<file path="src/rtl/guess_entry.sv">
// Guess entry: debounced-edge shape loading into a 4-slot guess, then a fixed-length grading pulse.
// Optional undo button enabled by defining GUESS_UNDO_EN.
module guess_entry #(
    parameter int NUM_SHAPES      = 6,
    parameter int GRADE_PULSE_LEN = 4
) (
    input  logic        CLOCK_50,
    input  logic        reset,
    input  logic [2:0]  shapeIn,
    input  logic        loadShape,
    input  logic        submit,
    input  logic        gamePlaying,
    input  logic        clearGuess,
`ifdef GUESS_UNDO_EN
    input  logic        undo,
`endif
    output logic [11:0] Guess,
    output logic [2:0]  shapeCount,
    output logic        guessFull,
    output logic        badShape,
    output logic        GradeIt
);

    localparam int unsigned CNT_W = $clog2(GRADE_PULSE_LEN + 1);

    typedef enum logic [1:0] {ENTRY, FULL, PULSE, COOLDOWN} state_t;

    state_t             state;
    logic [CNT_W-1:0]   pulse_cnt;
    logic               load_s1, load_s2, sub_s1, sub_s2;
    logic               fresh;
    logic               load_edge, sub_edge, shape_ok;

    assign load_edge = load_s1 & ~load_s2;
    assign sub_edge  = sub_s1 & ~sub_s2;
    assign shape_ok  = int'({29'b0, shapeIn}) < NUM_SHAPES;

`ifdef GUESS_UNDO_EN
    logic undo_s1, undo_s2, undo_edge;
    assign undo_edge = undo_s1 & ~undo_s2;

    always_ff @(posedge CLOCK_50) begin
        if (reset) begin
            undo_s1 <= 1'b0;
            undo_s2 <= 1'b0;
        end else begin
            undo_s1 <= undo;
            undo_s2 <= undo_s1;
        end
    end
`else
    logic undo_edge;
    assign undo_edge = 1'b0;
`endif

    always_ff @(posedge CLOCK_50) begin
        if (reset) begin
            state      <= ENTRY;
            Guess      <= 12'd0;
            shapeCount <= 3'd0;
            guessFull  <= 1'b0;
            badShape   <= 1'b0;
            GradeIt    <= 1'b0;
            pulse_cnt  <= '0;
            fresh      <= 1'b0;
            load_s1    <= 1'b0;
            load_s2    <= 1'b0;
            sub_s1     <= 1'b0;
            sub_s2     <= 1'b0;
        end else begin
            load_s1  <= loadShape;
            load_s2  <= load_s1;
            sub_s1   <= submit;
            sub_s2   <= sub_s1;
            badShape <= 1'b0;
            if (clearGuess) begin
                state      <= ENTRY;
                Guess      <= 12'd0;
                shapeCount <= 3'd0;
                guessFull  <= 1'b0;
                GradeIt    <= 1'b0;
                pulse_cnt  <= '0;
                fresh      <= 1'b0;
            end else if (gamePlaying) begin
                case (state)
                    ENTRY: begin
                        // Undo beats a simultaneous load; the load is dropped.
                        if (undo_edge) begin
                            if (shapeCount != 3'd0) begin
                                for (int i = 0; i < 4; i++)
                                    if (shapeCount == 3'(i + 1)) Guess[3*i +: 3] <= 3'd0;
                                shapeCount <= shapeCount - 3'd1;
                            end
                        end else if (load_edge) begin
                            if (shape_ok) begin
                                // Previous guess stays visible until the first new shape lands.
                                if (fresh) begin
                                    Guess <= {9'd0, shapeIn};
                                    fresh <= 1'b0;
                                end else begin
                                    for (int i = 0; i < 4; i++)
                                        if (shapeCount == 3'(i)) Guess[3*i +: 3] <= shapeIn;
                                end
                                shapeCount <= shapeCount + 3'd1;
                                if (shapeCount == 3'd3) begin
                                    state     <= FULL;
                                    guessFull <= 1'b1;
                                end
                            end else begin
                                badShape <= 1'b1;
                            end
                        end
                    end
                    FULL: begin
                        if (undo_edge) begin
                            Guess[11:9] <= 3'd0;
                            shapeCount  <= 3'd3;
                            guessFull   <= 1'b0;
                            state       <= ENTRY;
                        end else if (sub_edge) begin
                            state     <= PULSE;
                            guessFull <= 1'b0;
                            GradeIt   <= 1'b1;
                            pulse_cnt <= CNT_W'(GRADE_PULSE_LEN - 1);
                        end
                    end
                    PULSE: begin
                        if (pulse_cnt == '0) begin
                            GradeIt <= 1'b0;
                            state   <= COOLDOWN;
                        end else begin
                            pulse_cnt <= pulse_cnt - CNT_W'(1);
                        end
                    end
                    COOLDOWN: begin
                        // Wait for the submit button to be released before new entry.
                        if (!sub_s1) begin
                            state      <= ENTRY;
                            shapeCount <= 3'd0;
                            fresh      <= 1'b1;
                        end
                    end
                    default: state <= ENTRY;
                endcase
            end
        end
    end

endmodule

</file>
<file path="config.mk">
export PLATFORM = sky130hd
export DESIGN_NAME = guess_entry
export DESIGN_NICKNAME = d
export VERILOG_FILES = /design/src/rtl/guess_entry.sv
export SDC_FILE = /design/constraint.sdc
export NUM_CORES = 1
export LEC_CHECK = 0
export BUFFER_PORTS_ARGS = -buffer_cell sky130_fd_sc_hd__buf_4
export CAP_MARGIN = 20
export CELL_PAD_IN_SITES_DETAIL_PLACEMENT = 0
export CELL_PAD_IN_SITES_GLOBAL_PLACEMENT = 1
export CORE_UTILIZATION = 35
export DETAILED_ROUTE_END_ITERATION = 16
export PLACE_DENSITY = 0.71
export SLEW_MARGIN = 20
export SYNTH_ARGS = -nofsm -noshare
export SYNTH_HDL_FRONTEND = slang
export SYNTH_SLANG_ARGS = --single-unit
</file>
<file path="constraint.sdc">
create_clock -name CLOCK_50 -period 1.9 [get_ports CLOCK_50]
set_clock_uncertainty 0.15 [all_clocks]
set_input_delay 0.285 -clock CLOCK_50 [delete_from_list [all_inputs] [get_ports CLOCK_50]]
set_output_delay 0.285 -clock CLOCK_50 [all_outputs]
set_load 0.01 [all_outputs]
</file>
== Word-level counts from Yosys, hierarchy flattened ==
Index checks and enable logic that the tools add are counted.

* Bits in registers: 28
* Input bits: 9
* Output and inout bits: 18
* Logic and storage cells: 91

* $add $sub $neg: 2
* Order comparisons: 1
* Equality and inequality tests: 13
* Multiplexer cells: 32
* Bitwise gates (word level): 7
* Reductions and logical operators: 21

{| class="wikitable"
|+ Operators with widths
! cell !! number
|-
| two-way mux 3 bit || 9
|-
| AND reduction 5 bit || 5
|-
| inequality test 2 bit (second input constant) || 7
|-
| nonzero test 2 bit || 7
|-
| two-way mux 12 bit || 1
|-
| two-way mux 2 bit || 6
|-
| case mux 3 bit (2 select lines) || 2
|-
| two-way mux 1 bit || 10
|-
| case mux 2 bit (4 select lines) || 1
|-
| AND reduction 4 bit || 2
|-
| AND reduction 7 bit || 1
|-
| equality test 3 x 2 -> 1 bit (second input constant) || 2
|-
| logical NOT 3 bit || 2
|-
| case mux 1 bit (2 select lines) || 3
|-
| AND reduction 6 bit || 1
|-
| NOT 1 bit || 5
|-
| OR reduction 5 bit || 1
|-
| equality test 2 bit (second input constant) || 2
|-
| adder 3 x 1 -> 3 bit (second input constant) || 1
|-
| equality test 3 x 1 -> 1 bit (second input constant) || 1
|-
| < comparator 3 bit (second input constant) || 1
|-
| subtractor 3 x 1 -> 3 bit (second input constant) || 1
|-
| bitwise AND 1 bit || 2
|-
| equality test 2 x 1 -> 1 bit (second input constant) || 1
|-
| other kinds (2) || 2
|}

== Logic depth before layout (Yosys ltp) ==
Gate-level depths: netlist of run 1.

* Word-level depth: 5
* Gate-level depth with buffers: 6
* Gate-level depth less buffers: 6

== Least setup slack after synthesis of run 1 ==
Ideal clock, no wire load.

* Path type: reg2reg
* Start point: reg shapeCount[0]
* End point: reg state[0]
* Library setup time: 0.086 ns
* Data arrival time: 1.561 ns
* Required time: 1.664 ns
* Setup slack: 0.103 ns
* Cell stages (with the launch flop): 7
* Path buffers: 0
* Clock period less this slack: 1.797 ns
* Path through: dfxtp_1 > ha_1 > ha_1 > inv_1 > a221oi_1 > nand4_1 > a211oi_1

* Cells in the longest elaborated chain, start to end: 3

{| class="wikitable"
|+ Ends and longest elaborated chain
! element !! RTL line !! source
|-
| from (decl) || 18 || <nowiki>output logic [2:0] shapeCount,</nowiki>
|-
| from (signal assigned) || 92 || <nowiki>shapeCount <= shapeCount - 3'd1;</nowiki>
|-
| from (signal assigned) || 104 || <nowiki>shapeCount <= shapeCount + 3'd1;</nowiki>
|-
| equality test 3 x 2 -> 1 bit || 105 || <nowiki>if (shapeCount == 3'd3) begin</nowiki>
|-
| inequality test 2 bit (no source line) || n/a ||
|-
| AND reduction 7 bit (no source line) || n/a ||
|-
| to (signal assigned) || 106 || <nowiki>state <= FULL;</nowiki>
|-
| to (signal assigned) || 119 || <nowiki>state <= ENTRY;</nowiki>
|-
| to (signal assigned) || 121 || <nowiki>state <= PULSE;</nowiki>
|-
| to (decl) || 28 || <nowiki>state_t state;</nowiki>
|}

No other way between the ends.
A chain may end at the register's enable or synchronous reset.

== Final worst setup path of run 1 ==
* Start point: reg state[1]
* End point: reg Guess[5]

* Cells in the longest elaborated chain, start to end: 2

{| class="wikitable"
|+ Ends and longest elaborated chain
! element !! RTL line !! source
|-
| from (signal assigned) || 58 || <nowiki>state <= ENTRY;</nowiki>
|-
| from (signal assigned) || 77 || <nowiki>state <= ENTRY;</nowiki>
|-
| from (signal assigned) || 106 ||
|-
| logical NOT 2 bit || 85 || <nowiki>case (state)</nowiki>
|-
| AND reduction 5 bit (no source line) || n/a ||
|-
| to (signal assigned) || 98 || <nowiki>Guess <= {9'd0, shapeIn};</nowiki>
|-
| to (signal, indexed assignment) || 102 || <nowiki>if (shapeCount == 3'(i)) Guess[3*i +: 3] <= shapeIn;</nowiki>
|-
| to (decl) || 17 || <nowiki>output logic [11:0] Guess,</nowiki>
|}

No other way between the ends.

==> flow_metrics.tcl, run 1 <==
set metrics [dict create \
    route.final.wire_length_um 2966 \
    area_share_of_the_largest_cell_type_after_synthesis_pct 40.84 \
    cts.root.buffer_cell "clkbuf_8" \
    fin_crit_ps 1778 \
    post-synth-top-area-cell "dfxtp_1" \
    fin_hold_ws_ps 46.47 \
    design.core.area_um2 3716 \
    synth_flop_cell "dfxtp_1" \
    first_pass_grt_wire_length_um 4892 \
    globalRouteOverflowTotal 0 \
    diodes 0 \
    clock_path_buffers 2 \
    rsz_0062_raised_after_global_routing "true" \
    synth_compound_gate_area_share_pct 14.59 \
    groute.usage.overall_pct 15.11 \
    status "finished, final reports clean" \
    clkSinkCount 28 \
    detail_route.iter0.violations 27 \
    asyncSetResetFlopFracSynth_pct 0 \
    port_buffers 26 \
    cellLeakagePower_nw 0.7692 \
    cap_viol_max_count 0 \
    floorplan.io_pins 27 \
    floorplan.rows 22 \
    yosys.cell_count.top_type "dfxtp_1" \
    netlist_top_cells_area "dfxtp_1 41%, ha_1 10%, mux2i_1 7.3%" \
    synth_area_um2 1373 \
    grt_pass1_vias 1124 \
    clkSlewWorstSetupHoldPaths_ps 100 \
    synth_top_cells_by_count "28 x dfxtp_1, 13 x nand2_1, 13 x nor2_1, 11 x ha_1" \
    maxSlewHeadroom_pct 69.49 \
    yosys.cell_types.count 30 \
    synthSimpleGateAreaFrac_pct 22.88 \
    htreeDepth 1 \
    synth_top_family_by_area "simple AND/OR/NAND/NOR gates" \
    drt-vias-per-instance 5.034 \
    area_delta_synth_final_pct 30.08 \
    cp_data_required_time_ps 1900 \
    drt.antenna.violating_nets 0 \
    clkLatencyLatePin_ps 270 \
    die_width_um 64.62 \
    multi_input_comb_area_um2 799.5 \
    muxShareOfSynthArea_pct 8.113 \
    final_max_slew_viol_count 0 \
    final-seq-area_um2 561.8 \
    syn-mean-instance-area_um2 9.030 \
    p_per_area_nw_per_um2 634.3 \
    clock_tree_from_tritoncts "done" \
    placement.cell_area_um2 1669 \
    yosys_register_bits 28 \
    synth_enable_flop_cells 0 \
    worstHoldPathType "in2reg" \
    floorplan.initialDensity_pct 36.94 \
    route.detailed.drc 0 \
    finalSetupViolations 0 \
    avgRoutedWirePerCell_um 12.62 \
    vdd.ir_drop.worst_v 0.0002976 \
    dr.pass1.iters 4 \
    timing.setup.tns_ps 0 \
    detailed_place_hpwl_um 2240 \
    finalNonFillerCells 235 \
    synth_sequential_area_ratio_pct 40.84 \
    synthesized_nets 172 \
    worst-path-max-fanout 6 \
    dr_total_vias 1183 \
    die_area_um2 4176 \
    place.detailed.instances 230 \
    layout.filler_cells 365 \
    yosys.area_share.adder_pct 10.03 \
    grt_start_max_net_pins 21 \
    criticalPathCategory "reg2reg" \
    max_freq_mhz 562.4 \
    fp.dieH_um 64.62 \
    nNetsFinal 208 \
    period_share_pct 93.58 \
    gpl.final_weighted_congestion 0.7484 \
    synth_xor_xnor_area_share_pct 0 \
    synthesis.yosys.warnings 0 \
    synthCells 152 \
    nature_of_the_critical_path_endpoint "register" \
    cp_data_arrival_time_ps 1780 \
    post-route-cell-area_um2 1785 \
    worstSetupStartpointType "register" \
    numCtsBuffers 3 \
    layout-drive-gt1-share_pct 27.81 \
    grt_antenna_before_repair 0 \
    cts_hold_buf 0 \
    tightestPinTransition_ps 455.6 \
    finalHoldViolations 0 \
]
[flip-flops by register name, summed over array words and instances (netlist names)]
| name | cells |
|---|---|
| Guess | 12 |
| pulse_cnt | 3 |
| badShape | 1 |
| load_s2 | 1 |
| guessFull | 1 |
| state | 2 |
| load_s1 | 1 |
| sub_s2 | 1 |
| shapeCount | 3 |
| fresh | 1 |
| GradeIt | 1 |
| sub_s1 | 1 |
[what timing repair did]
item,in CTS,in global routing
pin swaps,0,5
buffers inserted,0,1
setup endpoints to repair,1,18
resized for setup,1,9
[worst paths after layout]
path | startpoint | to | slack (ps) | depth (start not counted)
max reg2reg | state[1] | Guess[5] | 120 | 6
min | reset | load_s1 | 50 | 2
max | state[1] | Guess[5] | 120 | 6
min reg2reg | pulse_cnt[2] | pulse_cnt[2] | 330 | 2
[cell type report]
| cell class | instances | share of cell area (%) |
|---|---|---|
| clock inverter | 1 | 1.682 |
| clock buffer | 3 | 2.313 |
| sequential | 28 | 31.46 |
| multi-input combinational | 111 | 44.78 |
| tap | 48 | 3.364 |
| inverter | 10 | 2.102 |
| timing repair buffer | 34 | 14.30 |
[critical path, stage by stage (launching register included)]
cell and delay, ps:
dfxtp_1 400, inv_1 110, ha_4 200, and4b_2 260
o211ai_1 240, mux2i_1 250, nor2_1 50
[metrics by stage]
stage                     util [%]  total power [W]  worst slack, ps
final                        48.05         0.001133            122.0
after global routing         48.05         0.001178           -26.04
after CTS                    47.00         0.001145            14.26
after detailed placement     44.92        0.0006772           -14.51
after global placement       44.92        0.0006757            49.00
after floorplan                  -        0.0006439            103.2
[cell usage in the layout (no fill, tap or decap), types with 4 or more instances in the layout]
| cell | Yosys | final |
|---|---|---|
| inv_1 | 10 | 9 |
| ha_1 | 11 | 9 |
| nand2_1 | 13 | 12 |
| buf_4 | 0 | 34 |
| o211ai_1 | 4 | 4 |
| a21oi_1 | 10 | 10 |
| nor2_1 | 13 | 13 |
| nor2b_1 | 10 | 10 |
| nand2b_1 | 4 | 4 |
| dfxtp_1 | 28 | 27 |
| o21ai_0 | 9 | 9 |
| mux2i_1 | 10 | 10 |
[layer usage]
metal / global-route usage (%) / routed length (um) / up-vias
met3: 3.169 / 118 / 2
met2: 25.00 / 1395 / 26
met4: 5.833 / 19 / 0
met1: 19.09 / 1433 / 551
li1: - / - / 604
met5: 0 / 0 / -
[cells by family after synthesis]
family,count (synthesis)
and+or+nand+nor,58
muxes,11
AOI/OAI and AO/OA,31
buffers and inverters,13
DFF,28
adders and majority gates,11
[power by group]
part / switching (W) / internal [W]
clock network: 0.000185 / 0.000282
logic: 0.0000386 / 0.0000320
registers: 0.00000293 / 0.000592
total: 0.000227 / 0.000906
Note: power is estimated with default switching activity, not from simulation.
==> run 2: changes to the inputs <==
==> constraint.sdc (replaced) <==
create_clock -name CLOCK_50 -period 2.1 [get_ports CLOCK_50]
set_clock_uncertainty 0.15 [all_clocks]
set_input_delay 0.315 -clock CLOCK_50 [delete_from_list [all_inputs] [get_ports CLOCK_50]]
set_output_delay 0.315 -clock CLOCK_50 [all_outputs]
set_load 0.01 [all_outputs]
==> run 2 against run 1 <==
Setup slack better by 38 ps. Register-to-register slack improved by 40 ps. First-iteration DRC count rose by 11%. Flip-flop and latch count is the same. Via count decreased by 4.8%.
==> flow_metrics.tcl, run 2 (synthesized netlist as in run 1, its figures left out) <==
set metrics [dict create \
    rsz_0062_raised_after_global_routing "false" \
    nature_of_the_critical_path_endpoint "register" \
    fin_crit_ps 1941 \
    globalRouteOverflowTotal 0 \
    cellInternalPower_w 0.0006902 \
    timing.setup.tns_ps 0 \
    finalNonFillerCells 227 \
    layout-drive-gt1-share_pct 19.55 \
    regMostFlops "Guess" \
    final_max_slew_viol_count 0 \
    pwr-share-comb_pct 6.8 \
    clkLatencyLatePin_ps 270 \
    place.detailed.instances 224 \
    power_switching_w 0.0001917 \
    power.switching_fraction_pct 21.74 \
    max_freq_mhz 515.3 \
    finalHoldViolations 0 \
    fin_hold_ws_ps 83.72 \
    grt_util_met1_pct 19.91 \
    clkSinkCount 28 \
    layout.cells.most_common "dfxtp_1" \
    cp_data_required_time_ps 2140 \
    clock_tree_from_tritoncts "done" \
    drt.antenna.violating_nets 0 \
    period_share_pct 92.41 \
    p_per_area_nw_per_um2 529.5 \
    status "finished, final reports clean" \
    dr_total_vias 1126 \
    dr.pass1.iters 4 \
    biggestRegsByFlops "Guess (12), pulse_cnt (3), shapeCount (3)" \
    cts.root.buffer_cell "clkbuf_8" \
    cts_hold_buf 0 \
    fp.dieH_um 64.62 \
    groute.usage.overall_pct 15.06 \
    largest_register_ff_count 12 \
    nNetsFinal 201 \
    grt_use_met2_pct 23.82 \
    die_width_um 64.62 \
    timing.critical_path.slowest_cell_delay_ps 430 \
    grt_start_max_net_pins 21 \
    mostFrequentLayoutCells "28 x dfxtp_1, 27 x buf_4, 13 x nand2_1, 13 x nor2_1, 11 x ha_1" \
    cellLeakagePower_nw 0.7193 \
    placement.cell_area_um2 1624 \
    post-route-cell-area_um2 1665 \
    drt-vias-per-instance 4.960 \
    worstSetupStartpointType "register" \
    cap_viol_max_count 0 \
    detail_route.iter0.violations 30 \
    finalSetupViolations 0 \
    grt_pass1_vias 1086 \
    gpl.final_weighted_congestion 0.7509 \
    route.detailed.drc 0 \
    cpMaxStageDelayCell "dfxtp_1" \
    share_seq_of_total_power_pct 61.0 \
    cp_common_cell "ha_1" \
    cts_resized 0 \
    htreeDepth 1 \
    grt_antenna_before_repair 0 \
    floorplan.initialDensity_pct 36.94 \
    port_buffers 26 \
    final_core_util_pct 44.81 \
    die_area_um2 4176 \
    clock_path_buffers 2 \
    worstHoldPathType "in2reg" \
    maxSlewHeadroom_pct 63.81 \
    floorplan.io_pins 27 \
    numCtsBuffers 3 \
    avgRoutedWirePerCell_um 12.53 \
    timing.critical_path.cells "ha_1 > ha_1 > inv_1 > a221oi_1 > nand4_1 > a211oi_1" \
    route.final.wire_length_um 2844 \
    design.core.area_um2 3716 \
    floorplan.rows 22 \
    cp_data_arrival_time_ps 1980 \
    tightestPinTransition_ps 542.8 \
    detailed_place_hpwl_um 2158 \
    first_pass_grt_wire_length_um 4912 \
    diodes 0 \
    use_met3_pct 2.641 \
    number_of_setup_buffers_added_after_cts 0 \
    vdd.ir_drop.worst_v 0.0001999 \
    clkSlewWorstSetupHoldPaths_ps 90 \
    top_usage_layer "met2" \
    worst-path-max-fanout 6 \
    criticalPathCategory "reg2reg" \
    clock_power_share_pct 32.2 \
    area_delta_synth_final_pct 21.33 \
]
-- run 2: power by group through the flow --
stage          Clock [W]  Sequential, W  Combinational, W
6_report        0.000284       0.000538         0.0000600
5_1_grt         0.000321       0.000539         0.0000667
4_1_cts         0.000304       0.000538         0.0000604
3_5_place_dp           0       0.000550         0.0000601
3_3_place_gp           0       0.000550         0.0000593
2_1_floorplan          0       0.000550         0.0000324
-- run 2: cell type report --
class	instances	area [um^2]
timing repair buffer	27	202.7
inverter	10	37.54
clock buffer	3	41.29
sequential	28	560.5
tap	48	60.06
fill	390	2051
multi-input combinational	111	763.2
-- run 2: final timing paths --
check	startpoint	to	slack (ps)	cells after the start
worst max-delay path	shapeCount[0]	state[0]	160	6
worst min-delay path	reset	sub_s1	80	2
worst max register to register	shapeCount[0]	state[0]	160	6
worst min register to register	pulse_cnt[2]	pulse_cnt[2]	330	2
-- run 2: worst max-delay path: cells and delay by family (launching register included) --
family,cells,cell delay (ps)
fa+ha+maj,2,360
buf+inv,1,70
flops,1,430
simple gates,1,190
compound gates,2,660
-- run 2: metrics by stage --
step                      setup WS (ps)   power, W
after floorplan                   303.2  0.0005826
after global placement            224.0  0.0006094
after detailed placement          158.9  0.0006104
after CTS                         146.1  0.0009028
after global routing              17.54  0.0009265
final                             159.5  0.0008818
-- run 2: metal layers --
layer / wire, um / up-vias
li1: - / 589
met1: 1436 / 513
met2: 1274 / 20
met3: 101 / 4
met4: 32 / 0
met5: 0 / -
==> run 3: changes to the inputs <==
--- a/config.mk
+++ b/config.mk
@@ -5,13 +5,14 @@
 export SDC_FILE = /design/constraint.sdc
 export NUM_CORES = 1
 export LEC_CHECK = 0
+export ABC_AREA = 1
 export BUFFER_PORTS_ARGS = -buffer_cell sky130_fd_sc_hd__buf_4
 export CAP_MARGIN = 20
 export CELL_PAD_IN_SITES_DETAIL_PLACEMENT = 0
 export CELL_PAD_IN_SITES_GLOBAL_PLACEMENT = 1
 export CORE_UTILIZATION = 35
 export DETAILED_ROUTE_END_ITERATION = 16
-export PLACE_DENSITY = 0.71
+export PLACE_DENSITY = 0.74
 export SLEW_MARGIN = 20
 export SYNTH_ARGS = -nofsm -noshare
 export SYNTH_HDL_FRONTEND = slang
==> run 3 against run 2 <==
Area after synthesis increased by 3.1%. Die area increased by 3.0%. Synthesized cell count increased by 35%. Global-route usage decreased by 0.30 points. Fmax increased by 14%. Wire length increased by 0.67%. Sequential power about the same. Hold slack got worse by 4.6 ps. Sequential share of layout area decreased by 1.4 points. Via count increased by 13%. Largest power group unchanged. Register-to-register slack improved by 240 ps.
==> flow_metrics.tcl, run 3 <==
set metrics [dict create \
    biggestRegsByFlops "Guess (12), pulse_cnt (3), shapeCount (3)" \
    layout.cells.most_common "nand2_1" \
    worstSetupStartpointType "register" \
    cellLeakagePower_nw 0.7984 \
    synth_sequential_area_ratio_pct 39.61 \
    area_delta_synth_final_pct 22.72 \
    finalNonFillerCells 284 \
    yosys.cell_types.count 20 \
    cellInternalPower_w 0.0007338 \
    ff2ff_path_depth 8 \
    fp.dieH_um 65.59 \
    synth_enable_flop_cells 0 \
    drt.antenna.violating_nets 0 \
    rsz_0062_raised_after_global_routing "false" \
    synthesized_nets 225 \
    clock_power_share_pct 35.0 \
    detailed_place_hpwl_um 2309 \
    layout.filler_cells 426 \
    die_area_um2 4301 \
    p_per_area_nw_per_um2 543.9 \
    mostFrequentLayoutCells "47 x nand2_1, 42 x nor2_1, 29 x inv_1, 28 x dfxtp_1, 28 x buf_4" \
    clock_path_buffers 2 \
    cts_hold_buf 0 \
    numCtsBuffers 3 \
    place.detailed.instances 280 \
    globalRouteOverflowTotal 0 \
    grt_start_max_net_pins 16 \
    power.switching_fraction_pct 22.32 \
    avgRoutedWirePerCell_um 10.08 \
    cp_data_arrival_time_ps 1720 \
    synth_area_um2 1415 \
    power_switching_w 0.0002108 \
    criticalPathCategory "reg2reg" \
    cts_resized 0 \
    vdd.ir_drop.worst_v 0.0004626 \
    layout-drive-gt1-share_pct 16.95 \
    finalSetupViolations 0 \
    drt-vias-per-instance 4.475 \
    floorplan.rows 22 \
    port_buffers 26 \
    crit_path_end "shapeCount[2]" \
    rr_endpoint "shapeCount[2]" \
    detail_route.iter0.violations 73 \
    floorplan.io_pins 27 \
    grt_pass1_vias 1094 \
    worst_setup_path_startpoint "state[0]" \
    final_max_slew_viol_count 0 \
    share_seq_of_total_power_pct 57.3 \
    yosys_register_bits 28 \
    area_share_of_the_largest_cell_type_after_synthesis_pct 39.61 \
    worst-path-max-fanout 7 \
    cp_data_required_time_ps 2120 \
    diodes 0 \
    post-synth-top-area-cell "dfxtp_1" \
    netlist_top_cells_area "dfxtp_1 40%, nand2_1 12%, nor2_1 11%" \
    grt_antenna_before_repair 0 \
    fin_hold_ws_ps 79.14 \
    regMostFlops "Guess" \
    floorplan.initialDensity_pct 37.52 \
    largest_register_ff_count 12 \
    cts.root.buffer_cell "clkbuf_8" \
    cpMaxStageDelayCell "dfxtp_1" \
    timing.setup.tns_ps 0 \
    tightestPinTransition_ps 272.7 \
    cap_viol_max_count 0 \
    number_of_setup_buffers_added_after_cts 0 \
    first_pass_grt_wire_length_um 4802 \
    die_width_um 65.59 \
    clkSinkCount 28 \
    design.core.area_um2 3771 \
    timing.critical_path.cells "inv_1 > ha_1 > nand3_1 > nand3_1 > nor2_2 > inv_1 > nor2_1 > nor2_1" \
    period_share_pct 81.04 \
    worst_reg2reg_setup_slack_ps 400 \
    groute.usage.overall_pct 14.77 \
    gpl.final_weighted_congestion 0.7652 \
    finalHoldViolations 0 \
    clkLatencyLatePin_ps 270 \
    yosys.cell_count.top_type "nand2_1" \
    maxSlewHeadroom_pct 81.75 \
    timing.critical_path.slowest_cell_delay_ps 390 \
    syn-mean-instance-area_um2 6.903 \
    clock_tree_from_tritoncts "done" \
    synth_flop_cell "dfxtp_1" \
    htreeDepth 1 \
    route.final.wire_length_um 2863 \
    synth_top_cells_by_count "47 x nand2_1, 42 x nor2_1, 29 x inv_1, 28 x dfxtp_1" \
    dr.pass1.iters 4 \
    fin_crit_ps 1702 \
    worstHoldPathType "in2reg" \
    synthCells 205 \
    clkSlewWorstSetupHoldPaths_ps 90 \
    r2r_start "state[0]" \
    status "finished, final reports clean" \
    dr_total_vias 1271 \
    asyncSetResetFlopFracSynth_pct 0 \
    route.detailed.drc 0 \
    synthesis.yosys.warnings 0 \
    pwr-share-comb_pct 7.7 \
    nature_of_the_critical_path_endpoint "register" \
    max_freq_mhz 587.6 \
    nNetsFinal 257 \
]
-- run 3: cell count changes in the layout (fill, tap and decap cells not counted), moves of 9 or more --
| cell | previous run | this run |
|---|---|---|
| inv_1 | 10 | 29 |
| mux2i_1 | 10 | 0 |
| nand2_1 | 13 | 47 |
| nand3_1 | 2 | 11 |
| nor2_1 | 13 | 42 |
| nor2b_1 | 10 | 0 |
-- run 3: power groups by stage --
stage | clock, W | combinational [W] | sequential (W)
floorplan | 0 | 0.0000418 | 0.000554
global placement | 0 | 0.0000738 | 0.000554
detailed placement | 0 | 0.0000738 | 0.000554
CTS | 0.000350 | 0.0000740 | 0.000542
global route | 0.000373 | 0.0000837 | 0.000543
finish | 0.000331 | 0.0000724 | 0.000541
-- run 3: kinds of logic after synthesis --
group	Yosys count	synth area share (%)
AO/OA/AOI/OAI	20	7.073
adder cells (fa/ha/maj)	11	9.726
buffers and inverters	32	8.488
flip-flops	28	39.61
AND/OR/NAND/NOR	114	35.10
-- run 3: how the worst min path moves through the flow --
| stage | start | to | depth (start not counted) |
|---|---|---|---|
| finish | reset | sub_s1 | 2 |
| global route | reset | sub_s2 | 2 |
| CTS | reset | sub_s2 | 2 |
| detailed placement | sub_s1 | sub_s2 | 2 |
| global placement | sub_s1 | sub_s2 | 2 |
| floorplan | reset | load_s1 | 1 |
-- run 3: per-stage QoR --
step / util (%) / total power [W] / setup slack (ps) / area (um^2)
2_1_floorplan: - / 0.0005958 / 549.7 / 1415
3_3_place_gp: 44.59 / 0.0006277 / 465.6 / 1682
3_5_place_dp: 44.59 / 0.0006276 / 414.9 / 1682
4_1_cts: 46.05 / 0.0009657 / 392.7 / 1737
5_1_grt: 46.05 / 0.0009997 / 246.2 / 1737
6_report: 46.05 / 0.0009446 / 398.1 / 1737
-- run 3: worst max-delay path, delay by kind of cell (launching register included) --
kind / cells / cell delay (ps)
fa+ha+maj: 1 / 290
buf+inv: 2 / 180
flops: 1 / 390
simple gates: 5 / 590
-- run 3: per-layer routing --
metal	track usage (%)	up-vias	share of wire, %
li1	-	694	-
met1	19.17	548	49
met2	24.10	27	45
met3	4.167	2	4.6
met4	3.261	0	0.66
met5	0	-	0
-- run 3: layout make-up --
class	count	area (um^2)	share of cell area, %
clock buffers	4	55.05	3.170
inverters	31	116.4	6.700
multi-input cells	145	734.5	42.29
flip-flops and latches	28	560.5	32.28
well taps	48	60.06	3.458
repair buffers	28	210.2	12.10
